### src/rtl/mcpu_alu_pkg.sv
// mcpu_alu_pkg -- shared constants for the mcpu_alu block.
//   op_e           : opcode encodings (AND, OR, XOR, ADD)
//   CMD_SIZE_DEF   : default opcode width
//   WORD_SIZE_DEF  : default operand width
package mcpu_alu_pkg;

   localparam int CMD_SIZE_DEF  = 2;
   localparam int WORD_SIZE_DEF = 8;

   typedef enum logic [1:0] {
      OP_AND = 2'd0,
      OP_OR  = 2'd1,
      OP_XOR = 2'd2,
      OP_ADD = 2'd3
   } op_e;

endpackage

### src/rtl/mcpu_alu_core.sv
// mcpu_alu_core -- combinational datapath of mcpu_alu.
//   opcode [CMD_SIZE]      : operation select
//   r1, r2 [WORD_SIZE]     : unsigned operands
//   result [2*WORD_SIZE+1] : {overflow, out} before the result register
// Opcodes outside the four defined encodings produce zero.
module mcpu_alu_core
   import mcpu_alu_pkg::*;
#(
   parameter int CMD_SIZE  = CMD_SIZE_DEF,
   parameter int WORD_SIZE = WORD_SIZE_DEF
) (
   input  logic [CMD_SIZE-1:0]    opcode,
   input  logic [WORD_SIZE-1:0]   r1,
   input  logic [WORD_SIZE-1:0]   r2,
   output logic [2*WORD_SIZE:0]   result
);

   localparam int RW = 2*WORD_SIZE + 1;

   always_comb begin
      result = '0;
      case (opcode)
         CMD_SIZE'(OP_AND): result = RW'(r1 & r2);
         CMD_SIZE'(OP_OR):  result = RW'(r1 | r2);
         CMD_SIZE'(OP_XOR): result = RW'(r1 ^ r2);
         // Widen before adding so the carry lands in bit WORD_SIZE.
         CMD_SIZE'(OP_ADD): result = RW'(r1) + RW'(r2);
         default:           result = '0;
      endcase
   end

endmodule

### src/rtl/mcpu_alu.sv
// mcpu_alu -- single-cycle registered ALU.
//   clk, rst_n      : clock, synchronous active-low reset
//   in_valid        : opcode/operands valid this cycle
//   opcode, r1, r2  : operation select and unsigned operands
//   out             : registered result [2*WORD_SIZE-1:0]
//   OVERFLOW        : registered result bit 2*WORD_SIZE
//   out_valid       : out/OVERFLOW updated by the previous edge
//   ZERO            : only with MCPU_ALU_ZERO_FLAG_EN defined; set when the
//                     registered {OVERFLOW,out} is all zero
// Result holds when in_valid is low; out_valid pulses once per accepted op.
module mcpu_alu
   import mcpu_alu_pkg::*;
#(
   parameter int CMD_SIZE  = CMD_SIZE_DEF,
   parameter int WORD_SIZE = WORD_SIZE_DEF
) (
   input  logic                   clk,
   input  logic                   rst_n,
   input  logic                   in_valid,
   input  logic [CMD_SIZE-1:0]    opcode,
   input  logic [WORD_SIZE-1:0]   r1,
   input  logic [WORD_SIZE-1:0]   r2,
   output logic [2*WORD_SIZE-1:0] out,
   output logic                   OVERFLOW,
`ifdef MCPU_ALU_ZERO_FLAG_EN
   output logic                   ZERO,
`endif
   output logic                   out_valid
);

   logic [2*WORD_SIZE:0]   w_res;
   logic [2*WORD_SIZE-1:0] r_out;
   logic                   r_ovf;
   logic                   r_valid;

   mcpu_alu_core #(
      .CMD_SIZE  (CMD_SIZE),
      .WORD_SIZE (WORD_SIZE)
   ) u_core (
      .opcode (opcode),
      .r1     (r1),
      .r2     (r2),
      .result (w_res)
   );

   always_ff @(posedge clk) begin
      if (!rst_n) begin
         r_out   <= '0;
         r_ovf   <= 1'b0;
         r_valid <= 1'b0;
      end else begin
         r_valid <= in_valid;
         if (in_valid) begin
            r_out <= w_res[2*WORD_SIZE-1:0];
            r_ovf <= w_res[2*WORD_SIZE];
         end
      end
   end

`ifdef MCPU_ALU_ZERO_FLAG_EN
   logic r_zero;

   // Tracks the held result, so it only updates alongside out.
   always_ff @(posedge clk) begin
      if (!rst_n)        r_zero <= 1'b0;
      else if (in_valid) r_zero <= (w_res == '0);
   end

   assign ZERO = r_zero;
`endif

   assign out       = r_out;
   assign OVERFLOW  = r_ovf;
   assign out_valid = r_valid;

endmodule

### config.mk
export PLATFORM = sky130hd
export DESIGN_NAME = mcpu_alu
export DESIGN_NICKNAME = d
export VERILOG_FILES = /design/src/rtl/mcpu_alu_pkg.sv /design/src/rtl/mcpu_alu_core.sv /design/src/rtl/mcpu_alu.sv
export SDC_FILE = /design/constraint.sdc
export NUM_CORES = 1
export LEC_CHECK = 0
export ABC_AREA = 1
export ABC_CLOCK_PERIOD_IN_PS = 1700
export BUFFER_PORTS_ARGS = -buffer_cell sky130_fd_sc_hd__buf_2
export CORE_UTILIZATION = 50
export CTS_BUF_LIST = sky130_fd_sc_hd__clkbuf_8 sky130_fd_sc_hd__clkbuf_16
export CTS_CLUSTER_SIZE = 24
export DETAILED_ROUTE_END_ITERATION = 12
export PLACE_DENSITY_LB_ADDON = 0.1
export SLEW_MARGIN = 10
export SYNTH_ARGS = -nofsm -noshare
export SYNTH_HDL_FRONTEND = slang
export SYNTH_SLANG_ARGS = --single-unit
export TNS_END_PERCENT = 20
### constraint.sdc
create_clock -name clk -period 1.7 [get_ports clk]
set_clock_uncertainty 0.05 [all_clocks]
set_input_delay 0.085 -clock clk [delete_from_list [all_inputs] [get_ports clk]]
set_output_delay 0.085 -clock clk [all_outputs]
set_load 0.05 [all_outputs]
==> results of run 1 <==
==> cells in the final DEF (no fill, tap or decap), drive strengths merged, types with 2 or more instances in the layout <==
master	synthesis	final
a21oi	13	13
buf	11	30
clkbuf	0	3
conb	1	8
dfxtp	10	10
ha	16	16
inv	33	33
nand2	36	36
nand3	15	15
nand3b	2	2
nor2	12	12
o211ai	2	2
o21ai	11	11
==> report_power, final <==
group	internal (W)	switching, W	total [W]
Clock	0.000155	0.0000871	0.000242
Sequential	0.000253	0.00000741	0.000260
Combinational	0.000117	0.000262	0.000378
Total	0.000524	0.000356	0.000880
==> worst paths after layout <==
kind	from	end	slack [ps]	cells past startpoint
setup / recovery	r1[0]	out[6]	410	11
hold / removal	rst_n	out_valid	80	3
setup reg to reg	out[7]	out[7]	980	2
hold reg to reg	out[8]	out[8]	430	2
==> flip-flops by register name (all words and copies together) (netlist names) <==
| signal | cells |
|---|---|
| out_valid | 1 |
| out | 9 |
==> stage by stage <==
step / utilization [%] / std cells / setup WS [ps] / total power (W) / cell area [um^2]
2_1_floorplan: - / 177 / 381.6 / 0.0005723 / 1194
5_1_grt: 60.24 / 227 / 311.7 / 0.0009396 / 1333
6_report: 60.24 / 227 / 405.6 / 0.0008801 / 1333
3_5_place_dp: 58.37 / 224 / 168.1 / 0.0006433 / 1291
3_3_place_gp: 58.37 / 224 / 213.9 / 0.0006346 / 1291
4_1_cts: 60.24 / 227 / 411.2 / 0.0008857 / 1333
==> routing by layer <==
metal,part of all wire [%],global-route usage (%),routed length (um),vias up
li1,-,-,-,584
met1,44,24.22,1055,510
met2,52,38.89,1249,37
met3,4.7,3.636,113,2
met4,0.29,2.778,7,0
met5,0,0,0,-
==> worst register-to-register path, cell delays in order (launching register included) <==
cell and delay [ps]:
dfxtp_1 300, o21ai_0 210, a21oi_2 40
==> final cells by class <==
type / count / area, um^2
timing repair buffer: 30 / 150.1
inverter: 33 / 126.4
fill: 245 / 879.6
clock buffer: 3 / 41.29
tap: 28 / 35.03
multi-input combinational: 123 / 779.5
sequential: 10 / 200.2
==> kinds of logic (layout without fill, tap and decap cells) <==
kind of cell	count (synthesis)	in the layout	synth area share [%]
AOI/OAI and AO/OA	31	31	15.54
other	1	8	0.3212
xor gates and xnor gates	1	1	0.7504
buffers and inverters	44	66	18.33
and+or+nand+nor	66	66	29.05
adders and majority gates	17	17	18.86
DFF	10	10	17.15
==> metrics.md, run 1 <==
| Metric | Value |
|---|---|
| EDFF count, synth | `0` |
| Worst Path Max Fanout | `3` |
| Gr ovfl total | `0` |
| TritonCTS clock tree | `built` |
| Most frequent cell after synthesis | `nand2_1` |
| Skew-Pair Late Insertion Delay | `about 230 ps` |
| Pre-Repair DR Iteration Count | `4` |
| Final min period | `1294 ps` |
| Clock root buffer | `clkbuf_8` |
| Final hold violation count | `0` |
| Main synth FF type | `dfxtp_1` |
| WHS | `approximately 84 ps` |
| CP most frequent cell | `nand3_1` |
| Cell area after synthesis | `1167 um^2` |
| Startpoint Class | `primary input` |
| Setup crit end kind | `flip-flop` |
| Cell leakage power | `0.7976 nW` |
| Global-route wire length before repair | `4.029 mm` |
| Routability cong. | `0.8241` |
| Pwr Density | `660.5 nW/um^2` |
| CP max stage delay | `390 ps` |
| Status | `complete, no violations` |
| DRT iter0 DRCs | `26` |
| # IOs | `39` |
| Clock Sinks | `10` |
| Register area share after synthesis | `17.15%` |
| Setup violations, final | `0` |
| Post-CTS Resized | `0` |
| Main area contributors after synthesis | `dfxtp_1 (17%), ha_1 (17%), nand2_1 (11%)` |
| RSZ-0062 raised after global routing | `no` |
| Starting Density | `approximately 53%` |
| Post-synth ARST share | `0%` |
| DR vias | `approximately 1100` |
| Maximum capacitance violations | `0` |
| Synth unique cells | `31` |
| Drt total wl | `approximately 2.4 mm` |
| Hold_buf cts | `0` |
| Port Buffer Count | `30` |
| Die W | `slightly above 50 um` |
| Initial antenna violation count | `0` |
| Post-synth top cells | `nand2_1 (33), inv_1 (30), ha_1 (16), a21oi_1 (11), nand3_1 (11)` |
| Syn_area_per_cell | `6.867 um^2` |
| Die Ht | `between 50 and 60 um` |
| Buf/Inv on CP | `2` |
| Synth top area share | `17.15%` |
| Period utilization | `76.14%` |
| Remaining routing DRC violations | `0` |
| Antenna Cells | `0` |
| Critical path type | `primary input to flip-flop` |
| Drt wl/cell | `10.68 um` |
| Post-synthesis cell count | `170` |
| Worst EP arrival | `between 1000 and 1500 ps` |
| Area grow syn2layout | `14.15%` |
| Synth area leader | `dfxtp_1` |
| Yosys warns | `0` |
| Clock transition at path regs | `50 ps` |
| NumNets Final | `239` |
| Fmax achieved | `between 700 and 800 MHz` |
| Hpwl dp | `2.057 mm` |
| Worst Path Required | `1780 ps` |
| Core Rows | `17` |
| Clk buf depth | `2` |
| #FFs+latches synth | `10` |
| Remaining antenna violation count | `0` |
| Via density | `4.991` |
| Setup Buffers After CTS | `0` |
| Core ar. | `2212 um^2` |
| Share of layout cells above drive strength 1 | `25.13%` |
| Setup Total Neg Slack | `0 ps` |
| Vias in the first global route | `960` |
| CTS Buf Count | `3` |
| VDD IR-drop max | `approximately 0.00055 V` |
| Final Max Slew Viols | `0` |
| HP Class | `primary input to flip-flop` |
| Crit-path slowest cell | `fa_1` |
| Global Route Usage Sum | `20.53%` |
| Die Area | `2532 um^2` |
| Critical-path cell list | `buf_2 > ha_1 > fa_1 > nand2_1 > nand2_1 > nand3_1 > nand3_1 > nand3_1 > nand3_1 > nand2_1 > inv_1` |
| Crit path max-delay family | `adder cells` |
| Largest net degree at the start of global routing | `16` |
| H-tree depth | `1` |
Note: power is estimated with default switching activity, not from simulation.
==> run 2, diff against run 1 <==
--- a/config.mk
+++ b/config.mk
@@ -5,10 +5,10 @@
 export SDC_FILE = /design/constraint.sdc
 export NUM_CORES = 1
 export LEC_CHECK = 0
-export ABC_AREA = 1
-export ABC_CLOCK_PERIOD_IN_PS = 1700
+export ABC_AREA = 0
+export ABC_CLOCK_PERIOD_IN_PS = 1300
 export BUFFER_PORTS_ARGS = -buffer_cell sky130_fd_sc_hd__buf_2
-export CORE_UTILIZATION = 50
+export CORE_UTILIZATION = 49
 export CTS_BUF_LIST = sky130_fd_sc_hd__clkbuf_8 sky130_fd_sc_hd__clkbuf_16
 export CTS_CLUSTER_SIZE = 24
 export DETAILED_ROUTE_END_ITERATION = 12
==> constraint.sdc (replaced) <==
create_clock -name clk -period 1.3 [get_ports clk]
set_clock_uncertainty 0.05 [all_clocks]
set_input_delay 0.065 -clock clk [delete_from_list [all_inputs] [get_ports clk]]
set_output_delay 0.065 -clock clk [all_outputs]
set_load 0.05 [all_outputs]
==> metrics.md, run 2 <==
| Metric | Value |
|---|---|
| Drt total wl | `2.535 mm (was 2.425 mm)` |
| Post-place setup slack | `-378.9 ps (was 168.1 ps)` |
| Most common cell after layout, fill and taps aside | `buf_2 (was nand2_1)` |
| Status | `complete, but fails checks (was complete, no violations)` |
| Setup crit end kind | `flip-flop (unchanged)` |
| Main area contributors after synthesis | `dfxtp_1 (19%), ha_1 (19%), a211oi_1 (7.2%) (was dfxtp_1 (17%), ha_1 (17%), nand2_1 (11%))` |
| Internal Dissipation | `0.0007642 W (was 0.0005241 W)` |
| Final WS setup | `-33.18 ps (was 405.6 ps)` |
| Routability cong. | `0.8539 (was 0.8241)` |
| Sequential share of power | `27.5% (was 29.6%)` |
| Post-synth top cells | `inv_1 (20), ha_1 (16), nor2_1 (14), a21oi_1 (11) (was nand2_1 (33), inv_1 (30), ha_1 (16), a21oi_1 (11), nand3_1 (11))` |
| GRT busiest layer | `met2 (unchanged)` |
| Multi-input logic area | `797.0 um^2 (was 779.5 um^2)` |
| Via density | `5.120 (was 4.991)` |
| Maximum capacitance violations | `0 (unchanged)` |
| Clock transition at path regs | `50 ps (about the same)` |
| Global Route Usage Sum | `23.75% (was 20.53%)` |
| Final Max Slew Viols | `0 (unchanged)` |
| Net Switching | `0.0004798 W (was 0.0003560 W)` |
| Startpoint Class | `primary input (unchanged)` |
| Die W | `48.01 um (was 50.32 um)` |
| Period utilization | `102.6%` |
| Critical path type | `primary input to flip-flop (unchanged)` |
| Syn_area_per_cell | `7.516 um^2 (was 6.867 um^2)` |
| Starting Density | `52.34% (was 52.77%)` |
| Failing checks | `negative setup slack` |
| Yosys warns | `0 (unchanged)` |
| Setup Buffers After CTS | `0 (unchanged)` |
| Most frequent cells in the layout | `buf_2 (26), buf_4 (22), inv_1 (19) (was nand2_1 (33), inv_1 (30), buf_2 (30))` |
| Most frequent cell after synthesis | `inv_1 (was nand2_1)` |
| Initial antenna violation count | `0 (unchanged)` |
| Cell leakage power | `0.7725 nW (was 0.7976 nW)` |
| Hpwl dp | `1.918 mm (was 2.057 mm)` |
| Core ar. | `1982 um^2 (was 2212 um^2)` |
| TritonCTS clock tree | `built (unchanged)` |
| Fin cells | `216 (was 227)` |
| Synth unique cells | `35 (was 31)` |
| CTS Buf Count | `3 (unchanged)` |
| Final hold violation count | `0 (unchanged)` |
| Setup violations, final | `2 (was 0)` |
| Met2 GRT Util | `41.08% (was 38.89%)` |
| HP Class | `primary input to flip-flop (unchanged)` |
| Logic pwr share | `46.8% (was 43.0%)` |
| Port Buffer Count | `30 (unchanged)` |
| Switching Fraction | `38.57% (was 40.45%)` |
| M1 GR Usage | `31.78% (was 24.22%)` |
| Pre-Repair DR Iteration Count | `4 (unchanged)` |
| Fmax achieved | `750.1 MHz` |
| Dpl cells | `213 (was 224)` |
| Final min period | `approximately 1300 ps` |
| Clk buf depth | `2 (unchanged)` |
| Core Rows | `16 (was 17)` |
| Global-route wire length before repair | `3.891 mm (was 4.029 mm)` |
| Pwr Density | `819.7 nW/um^2 (was 660.5 nW/um^2)` |
| Synth top area share | `19.30% (was 17.15%)` |
| Register area share after synthesis | `19.30% (was 17.15%)` |
| Skew-Pair Late Insertion Delay | `230 ps (about the same)` |
| #FFs+latches synth | `10 (unchanged)` |
| Vias in the first global route | `915 (was 960)` |
| Filler Cell Count | `144 (was 245)` |
| EDFF count, synth | `0 (unchanged)` |
| Post-synth ARST share | `0% (unchanged)` |
| CP most frequent cell | `a211oi_2 (was nand3_1)` |
| Largest net degree at the start of global routing | `14 (was 16)` |
| Die Area | `2305 um^2 (was 2532 um^2)` |
| RSZ-0062 raised after global routing | `yes (was no)` |
| Max reg flops | `9 (unchanged)` |
| Crit-path slowest cell | `fa_2 (was fa_1)` |
| Hold_buf cts | `0 (unchanged)` |
| VDD IR-drop max | `0.0005497 V (was 0.0005460 V)` |
| Clock Sinks | `10 (unchanged)` |
| M3 GR Usage | `1.132% (was 3.636%)` |
| Share of layout cells above drive strength 1 | `40.21% (was 25.13%)` |
| Main synth FF type | `dfxtp_1 (unchanged)` |
| DRT iter0 DRCs | `20 (was 26)` |
| DR vias | `1106 (was 1133)` |
| Sequential cell area | `200.2 um^2 (unchanged)` |
| Worst Path Required | `1370 ps (was 1780 ps)` |
| CP max stage delay | `370 ps (was 390 ps)` |
| Clock Power Share | `25.7% (was 27.5%)` |
| Remaining antenna violation count | `0 (unchanged)` |
| Area grow syn2layout | `46.32% (was 14.15%)` |
| Drt wl/cell | `11.74 um (was 10.68 um)` |
| # IOs | `39 (unchanged)` |
| Gr ovfl total | `0 (unchanged)` |
| Antenna Cells | `0 (unchanged)` |
| Synth area leader | `dfxtp_1 (unchanged)` |
| H-tree depth | `1 (unchanged)` |
| Critical-path cell list | `buf_8 > ha_4 > fa_2 > a211oi_2 > nor2_1 > xor2_1 > a21oi_2 > a211oi_2 (was buf_2 > ha_1 > fa_1 > nand2_1 > nand2_1 > nand3_1 > nand3_1 > nand3_1 > nand3_1 > nand2_1 > inv_1)` |
| Clock root buffer | `clkbuf_8 (unchanged)` |
| NumNets Final | `229 (was 239)` |
| Post-synthesis cell count | `138 (was 170)` |
| Die Ht | `48.01 um (was 50.32 um)` |
| Cell area after synthesis | `1037 um^2 (was 1167 um^2)` |
| Worst EP arrival | `1400 ps (was 1380 ps)` |
| Remaining routing DRC violations | `0 (unchanged)` |
| Worst Path Max Fanout | `3 (unchanged)` |
## run 2: kinds of logic (layout without fill, tap and decap cells)
logic type	count (synthesis)	count (layout)	synth area share [%]
buf+inv	34	78	15.68
compound gates	40	40	26.30
xor+xnor	4	4	3.378
mux	1	1	1.086
fa+ha+maj	17	17	21.23
flops	10	10	19.30
simple gates	31	31	12.67
other cells	1	8	0.3615
## run 2: cell type report
class,count,area share (%)
Multi-Input combinational cell,101,52.51
Timing Repair Buffer,54,24.15
Sequential cell,10,13.19
Inverter,21,5.194
Clock buffer,3,2.721
Tap cell,27,2.226
## run 2: layer usage
layer  vias up  share of wire [%]
li1        560                  -
met1       490                 44
met2        49                 48
met3         7                6.7
met4         0                1.5
met5         -                  0
## run 2: final timing paths
path	startpoint	to	slack [ps]	cells after the start
worst min register to register	out[1]	out[1]	440	2
worst min-delay path	rst_n	out_valid	90	2
worst max-delay path	r2[0]	out[4]	-30	8
worst max register to register	out[7]	out[7]	340	3
## run 2: critical path: cells and delay by family
| kind | cells | cell delay (ps) |
|---|---|---|
| xor gates and xnor gates | 1 | 170 |
| buffers and inverters | 1 | 100 |
| AOI/OAI and AO/OA | 3 | 460 |
| adders and majority gates | 2 | 540 |
| and+or+nand+nor | 1 | 70 |
## run 2: power groups by stage
stage / logic [W] / registers, W / clock network (W)
floorplan: 0.000299 / 0.000430 / 0
global placement: 0.000527 / 0.000347 / 0
detailed placement: 0.000543 / 0.000347 / 0
CTS: 0.000563 / 0.000342 / 0.000317
global route: 0.000635 / 0.000344 / 0.000340
finish: 0.000582 / 0.000342 / 0.000320
## run 2: what timing repair did
item                       4_1_cts  5_1_grt
gates cloned                     0        0
hold endpoints to repair         0        0
resized for setup                7        8
pin swaps                        8        5
setup endpoints to repair        5        5
## run 2: per-stage QoR
| step | cell area, um^2 | power, W | hold WS (ps) | TNS (ps) | utilization, % |
|---|---|---|---|---|---|
| 6_report | 1518 | 0.001244 | 91.24 | -34.72 | 76.58 |
| 4_1_cts | 1483 | 0.001221 | 88.45 | -61.45 | 74.81 |
| 3_3_place_gp | 1404 | 0.0008738 | 316.6 | -1752 | 70.83 |
| 2_1_floorplan | 1124 | 0.0007292 | 118.2 | -349.7 | - |
| 3_5_place_dp | 1404 | 0.0008896 | 318.7 | -1962 | 70.83 |
| 5_1_grt | 1518 | 0.001319 | 104.4 | -246.4 | 76.58 |
